[src/rtl/mem_arbiter.sv]
// -----------------------------------------------------------------------------
// mem_arbiter
//
// Shares one unified memory port between an instruction-fetch port (I) and a
// data load/store port (D). One transaction is in flight at a time. A request
// is granted only from IDLE. The granted address/we/wdata are latched and held
// on the memory port until m_ready or a timeout. The granted port then
// receives a one-cycle ack in DONE.
//
// Configuration macro: MEM_ARBITER_RR_EN
//   undefined : fixed priority, D wins over I when both request.
//   defined   : round robin on conflict. The port not granted last wins, and
//               the last grant resets to I so that D wins the first conflict.
//
// Parameters
//   AW      address width
//   DW      data width
//   TIMEOUT wait cycles on m_ready before the transaction is aborted (1..255)
//
// Ports
//   clk      clock, rising edge
//   reset    asynchronous active-low reset
//   i_req    fetch request, held until i_ack
//   i_addr   fetch address
//   i_rdata  fetched word, valid with i_ack
//   i_ack    one-cycle fetch completion
//   d_req    data request, held until d_ack
//   d_we     1 = store, 0 = load
//   d_addr   data address
//   d_wdata  store data
//   d_rdata  load data, valid with d_ack
//   d_ack    one-cycle data completion
//   m_req    memory request
//   m_we     memory write enable
//   m_addr   memory address
//   m_wdata  memory write data
//   m_rdata  memory read data, valid with m_ready
//   m_ready  memory completion, only looked at while m_req = 1
//   stall    high while any request is still waiting for its ack
//   err      sticky timeout flag, cleared only by reset
// -----------------------------------------------------------------------------
module mem_arbiter #(
    parameter int AW      = 32,
    parameter int DW      = 32,
    parameter int TIMEOUT = 255
) (
    input  logic          clk,
    input  logic          reset,
    input  logic          i_req,
    input  logic [AW-1:0] i_addr,
    output logic [DW-1:0] i_rdata,
    output logic          i_ack,
    input  logic          d_req,
    input  logic          d_we,
    input  logic [AW-1:0] d_addr,
    input  logic [DW-1:0] d_wdata,
    output logic [DW-1:0] d_rdata,
    output logic          d_ack,
    output logic          m_req,
    output logic          m_we,
    output logic [AW-1:0] m_addr,
    output logic [DW-1:0] m_wdata,
    input  logic [DW-1:0] m_rdata,
    input  logic          m_ready,
    output logic          stall,
    output logic          err
);

    typedef enum logic [1:0] {
        IDLE  = 2'd0,
        IBUSY = 2'd1,
        DBUSY = 2'd2,
        DONE  = 2'd3
    } state_t;

    // The wait counter runs 0 .. TIMEOUT-1. The busy cycle that sees it at
    // TIMEOUT-1 without m_ready is the last one allowed, so an unanswered
    // transaction occupies exactly TIMEOUT busy cycles.
    localparam logic [7:0] WAIT_LAST = 8'(TIMEOUT - 1);

    state_t        state_q, state_d;
    logic [AW-1:0] addr_q, addr_d;
    logic          we_q, we_d;
    logic [DW-1:0] wdata_q, wdata_d;
    logic [7:0]    wait_q, wait_d;
    // Port owning the current or most recent transaction (1 = D). It steers
    // the ack and the read-data capture. Under round robin it also serves as
    // the last-grant record.
    logic          gnt_d_q, gnt_d_d;
    logic [DW-1:0] i_rdata_q, i_rdata_d;
    logic [DW-1:0] d_rdata_q, d_rdata_d;
    logic          err_q, err_d;
    logic          pick_d;

    // Arbitration decision, only consumed in IDLE.
    always_comb begin
        pick_d = 1'b0;
`ifdef MEM_ARBITER_RR_EN
        if (d_req && i_req) begin
            pick_d = ~gnt_d_q;
        end else begin
            pick_d = d_req;
        end
`else
        pick_d = d_req;
`endif
    end

    always_comb begin
        state_d   = state_q;
        addr_d    = addr_q;
        we_d      = we_q;
        wdata_d   = wdata_q;
        wait_d    = wait_q;
        gnt_d_d   = gnt_d_q;
        i_rdata_d = i_rdata_q;
        d_rdata_d = d_rdata_q;
        err_d     = err_q;

        case (state_q)
            IDLE: begin
                wait_d = '0;
                if (d_req || i_req) begin
                    gnt_d_d = pick_d;
                    if (pick_d) begin
                        addr_d  = d_addr;
                        we_d    = d_we;
                        wdata_d = d_wdata;
                        state_d = DBUSY;
                    end else begin
                        // Fetches never write, and they carry no write data.
                        addr_d  = i_addr;
                        we_d    = 1'b0;
                        wdata_d = '0;
                        state_d = IBUSY;
                    end
                end
            end

            IBUSY, DBUSY: begin
                if (m_ready) begin
                    // Stores return nothing, so d_rdata keeps its old value.
                    if (!we_q) begin
                        if (gnt_d_q) begin
                            d_rdata_d = m_rdata;
                        end else begin
                            i_rdata_d = m_rdata;
                        end
                    end
                    state_d = DONE;
                end else if (wait_q == WAIT_LAST) begin
                    // Abort: the requester still gets its ack, with zero read
                    // data. A timed-out store leaves d_rdata unchanged.
                    err_d = 1'b1;
                    if (!we_q) begin
                        if (gnt_d_q) begin
                            d_rdata_d = '0;
                        end else begin
                            i_rdata_d = '0;
                        end
                    end
                    state_d = DONE;
                end else begin
                    wait_d = wait_q + 8'd1;
                end
            end

            DONE: begin
                wait_d  = '0;
                state_d = IDLE;
            end

            default: begin
                state_d = IDLE;
            end
        endcase
    end

    always_ff @(posedge clk or negedge reset) begin
        if (!reset) begin
            state_q   <= IDLE;
            addr_q    <= '0;
            we_q      <= 1'b0;
            wdata_q   <= '0;
            wait_q    <= '0;
            gnt_d_q   <= 1'b0;
            i_rdata_q <= '0;
            d_rdata_q <= '0;
            err_q     <= 1'b0;
        end else begin
            state_q   <= state_d;
            addr_q    <= addr_d;
            we_q      <= we_d;
            wdata_q   <= wdata_d;
            wait_q    <= wait_d;
            gnt_d_q   <= gnt_d_d;
            i_rdata_q <= i_rdata_d;
            d_rdata_q <= d_rdata_d;
            err_q     <= err_d;
        end
    end

    // The memory port is decoded straight from the state register. An
    // asynchronous reset therefore drops m_req in the same cycle.
    assign m_req   = (state_q == IBUSY) || (state_q == DBUSY);
    assign m_we    = we_q;
    assign m_addr  = addr_q;
    assign m_wdata = wdata_q;

    // Only one port owns DONE, so the two acks are mutually exclusive.
    assign i_ack   = (state_q == DONE) && !gnt_d_q;
    assign d_ack   = (state_q == DONE) && gnt_d_q;
    assign i_rdata = i_rdata_q;
    assign d_rdata = d_rdata_q;
    assign err     = err_q;

    assign stall   = (i_req && !i_ack) || (d_req && !d_ack);

endmodule

[config.mk]
export PLATFORM = sky130hd
export DESIGN_NAME = mem_arbiter
export DESIGN_NICKNAME = d
export VERILOG_FILES = /design/src/rtl/mem_arbiter.sv
export SDC_FILE = /design/constraint.sdc
export NUM_CORES = 1
export LEC_CHECK = 0
export ABC_AREA = 1
export CAP_MARGIN = 15
export CORE_MARGIN = 3
export CORE_UTILIZATION = 43
export CTS_CLUSTER_DIAMETER = 100
export DETAILED_ROUTE_END_ITERATION = 16
export GPL_ROUTABILITY_DRIVEN = 1
export PLACE_DENSITY = 0.89
export SYNTH_ARGS = -nofsm -noshare
export SYNTH_HDL_FRONTEND = slang
export SYNTH_SLANG_ARGS = --single-unit
[constraint.sdc]
create_clock -name clk -period 1.8 [get_ports clk]
set_input_delay 0.45 -clock clk [delete_from_list [all_inputs] [get_ports clk]]
set_output_delay 0.45 -clock clk [all_outputs]
set_load 0.02 [all_outputs]
==> qor.yml <==
status: "complete, but fails checks"
violations: "setup timing"
grt_antenna_before_repair: 0
p_leak_nw: 5.11
port_buffers: 267
die_x_um: 128
fp.coreArea_um2: 14600
tightest_slew_ns: 0.708
vias_per_cell: 5.30
num_vias: 6508
synth_mux_area_share_pct: 0
drive_gt1_share_pct: 7.57
clock_sinks: 141
required_ns: 1.35
setup_violations: 2
ys_ff_latch: 141
cp_slowest_stage_delay_ns: 0.40
finalPower_mw: 17.0
dp_cells: 1193
critPathMaxFanout: 3
fp.dieH_um: 128
clk_latency_ns: 0.42
synth_edf_count: 0
finalCritPeriodShare_pct: 106
hold_violations: 0
crit_path_top_delay_cell: "dfrtp_1"
max_cap_viol_count: 0
cts_buffer_depth: 2
synth_top_family_by_area: "simple AND/OR/NAND/NOR gates"
ioPinCount: 268
peakVddDrop_uv: 742
avgSynthCellArea_um2: 8.29
clockRootBuffer: "clkbuf_16"
grt_pass1_wl_mm: 32.1
track_usage_pct: 24.7
drv_slew: 0
areaGrowthSynthToFinish_pct: 53.2
dieArea_um2: 16500
overflow: 0
critPathLaunchType: "register"
rows: 44
power_density_nw_per_um2: 1720
cp_cell_sequence: "ha_2 > nand2_2 > inv_2 > o22ai_2 > buf_6"
synthAdderAreaFrac_pct: 0.972
drt_first_pass_iters: 5
post-place-ws_ns: -0.520
diodes: 0
netlist_area_um2: 6430
max_clock_freq_mhz: 523
end_kind: "output port"
layout_setup_ws_ns: -0.113
synth_xor_xnor_area_share_pct: 0
synth_ff_type: "dfrtp_1"
synthArstFlopShare_pct: 100
yosys.area_share.simple_pct: 27.7
fin_hold_ws_ns: 0.462
wl_per_cell_um: 16.8
synthesis.instances: 776
rsz0062_at_grt: "yes"
drc: 0
worstHoldPathType: "reg -> reg"
dpl.hpwl_mm: 14.3
relSlewSlack_pct: 52.8
synth-seq-area-share_pct: 54.8
ctsHtreeMaxLevel: 4
crit_type: "reg -> out"
initial_utilization_pct: 44.1
totalWireLength_mm: 20.7
finalCriticalPeriod_ns: 1.91
cts_made_buffers: 17
cts_tree: "built"
ys_types: 25
grt_start_max_net_pins: 69
fill_cells: 1146
ys_warn_count: 0
first_iter_violations: 484
grt_pass1_vias: 6317
finalNonFillerCells: 1227
routabilityCongestion: 0.871
finalSetupTns_ns: -0.131
clkTransAtPathRegs_ns: 0.06
fin_skew_ns: 0.0105
synth_compound_area_share_pct: 7.23
arrival_ns: 1.46
synthesis.nets: 915
nets: 1169
ant_nets: 0
[stage by stage]
stage / cell area, um2 / util (%)
after floorplan: 6440 / -
after global placement: 9360 / 64.2
after detailed placement: 9360 / 64.2
after CTS: 9840 / 67.4
after global routing: 9860 / 67.6
final: 9860 / 67.6
[cells in the final DEF (no fill, tap or decap), types with 2 or more instances in the layout]
cell             count
nand2_1            253
dfrtp_1            141
clkdlybuf4s50_1    131
dlygate4sd2_1      130
inv_1               78
nand4_1             67
o21ai_0             42
nand3_1             40
nor2_1              37
a31oi_1             32
buf_4               18
clkbuf_16           17
buf_12               9
inv_6                4
nand2_2              3
nand3_2              3
ha_1                 3
bufinv_16            3
clkbuf_8             3
buf_6                3
inv_2                2
clkinv_1             2
a21oi_1              2
clkinvlp_4           2
buf_2                2
[cells in the mapped netlist (2+ instances only)]
cell | number | share of area, %
buf_6 | 6 | 1.0
buf_2 | 15 | 1.2
a31oi_1 | 32 | 3.1
nand2_1 | 255 | 15
inv_1 | 80 | 4.7
clkinv_1 | 2 | 0.12
o21a_1 | 2 | 0.23
clkbuf_1 | 36 | 2.1
nand3_2 | 3 | 0.47
nand4_1 | 67 | 6.5
buf_1 | 2 | 0.12
a21oi_1 | 2 | 0.16
nand3_1 | 40 | 3.1
nor2_1 | 38 | 2.2
ha_1 | 5 | 0.97
dfrtp_1 | 141 | 55
o21ai_0 | 42 | 3.3
[cell families after synthesis]
| kind of cell | count (synthesis) |
|---|---|
| adders and majority gates | 5 |
| AOI/OAI and AO/OA | 82 |
| buffers and inverters | 141 |
| and+or+nand+nor | 407 |
| DFF | 141 |
[worst paths after layout]
check,cells past startpoint,slack [ns],to,start
max in group asynchronous,3,0.65,i_rdata[0],reset
setup reg to reg,8,0.09,i_rdata[31],state_q[1]
hold / removal,2,0.46,i_rdata[14],i_rdata[14]
min in group asynchronous,2,0.52,d_rdata[15],reset
setup / recovery,5,-0.11,stall,state_q[1]
hold reg to reg,2,0.46,i_rdata[14],i_rdata[14]
[flip-flops by register name (all words and copies together) (netlist names)]
register / flops
state_q: 2
i_rdata: 32
d_rdata: 32
wait_q: 8
m_wdata: 32
m_we: 1
err: 1
gnt_d_q: 1
m_addr: 32
[routing by layer]
metal	global-route usage, %	vias to the layer above	wire, um
li1	-	3029	-
met1	28.8	3034	7630
met2	42.5	396	10300
met3	7.18	49	2120
met4	10.2	0	586
met5	0	-	0
[power breakdown]
group	switching, mW	total [mW]	internal, mW
Clock	1.39	3.70	2.31
Combinational	5.04	7.92	2.87
Sequential	0.761	5.33	4.57
Total	7.20	17.0	9.75
[timing repair]
item | 4_1_cts | 5_1_grt
setup buffers | 0 | 1
hold buffers | 1 | 0
gates resized for setup | 151 | 6
endpoints found under the hold margin | 36 | 0
endpoints found under the setup margin | 134 | 25
pin swaps | 0 | 2
[critical path, delay by kind of cell (launching register included)]
family | cells | cell delay (ns)
buffers and inverters | 2 | 0.19
AO/OA/AOI/OAI | 1 | 0.19
adder cells (fa/ha/maj) | 1 | 0.21
AND/OR/NAND/NOR | 1 | 0.06
flip-flops | 1 | 0.40
[layout make-up]
type	count	area (um2)	area share (%)
Clock inverter	11	154	1.56
Timing Repair Buffer	294	2820	28.6
Inverter	82	308	3.12
Clock buffer	21	470	4.77
Multi-Input combinational cell	494	2350	23.8
Sequential cell	141	3530	35.8
Tap cell	184	230	2.34
Note: power is estimated with default switching activity, not from simulation.
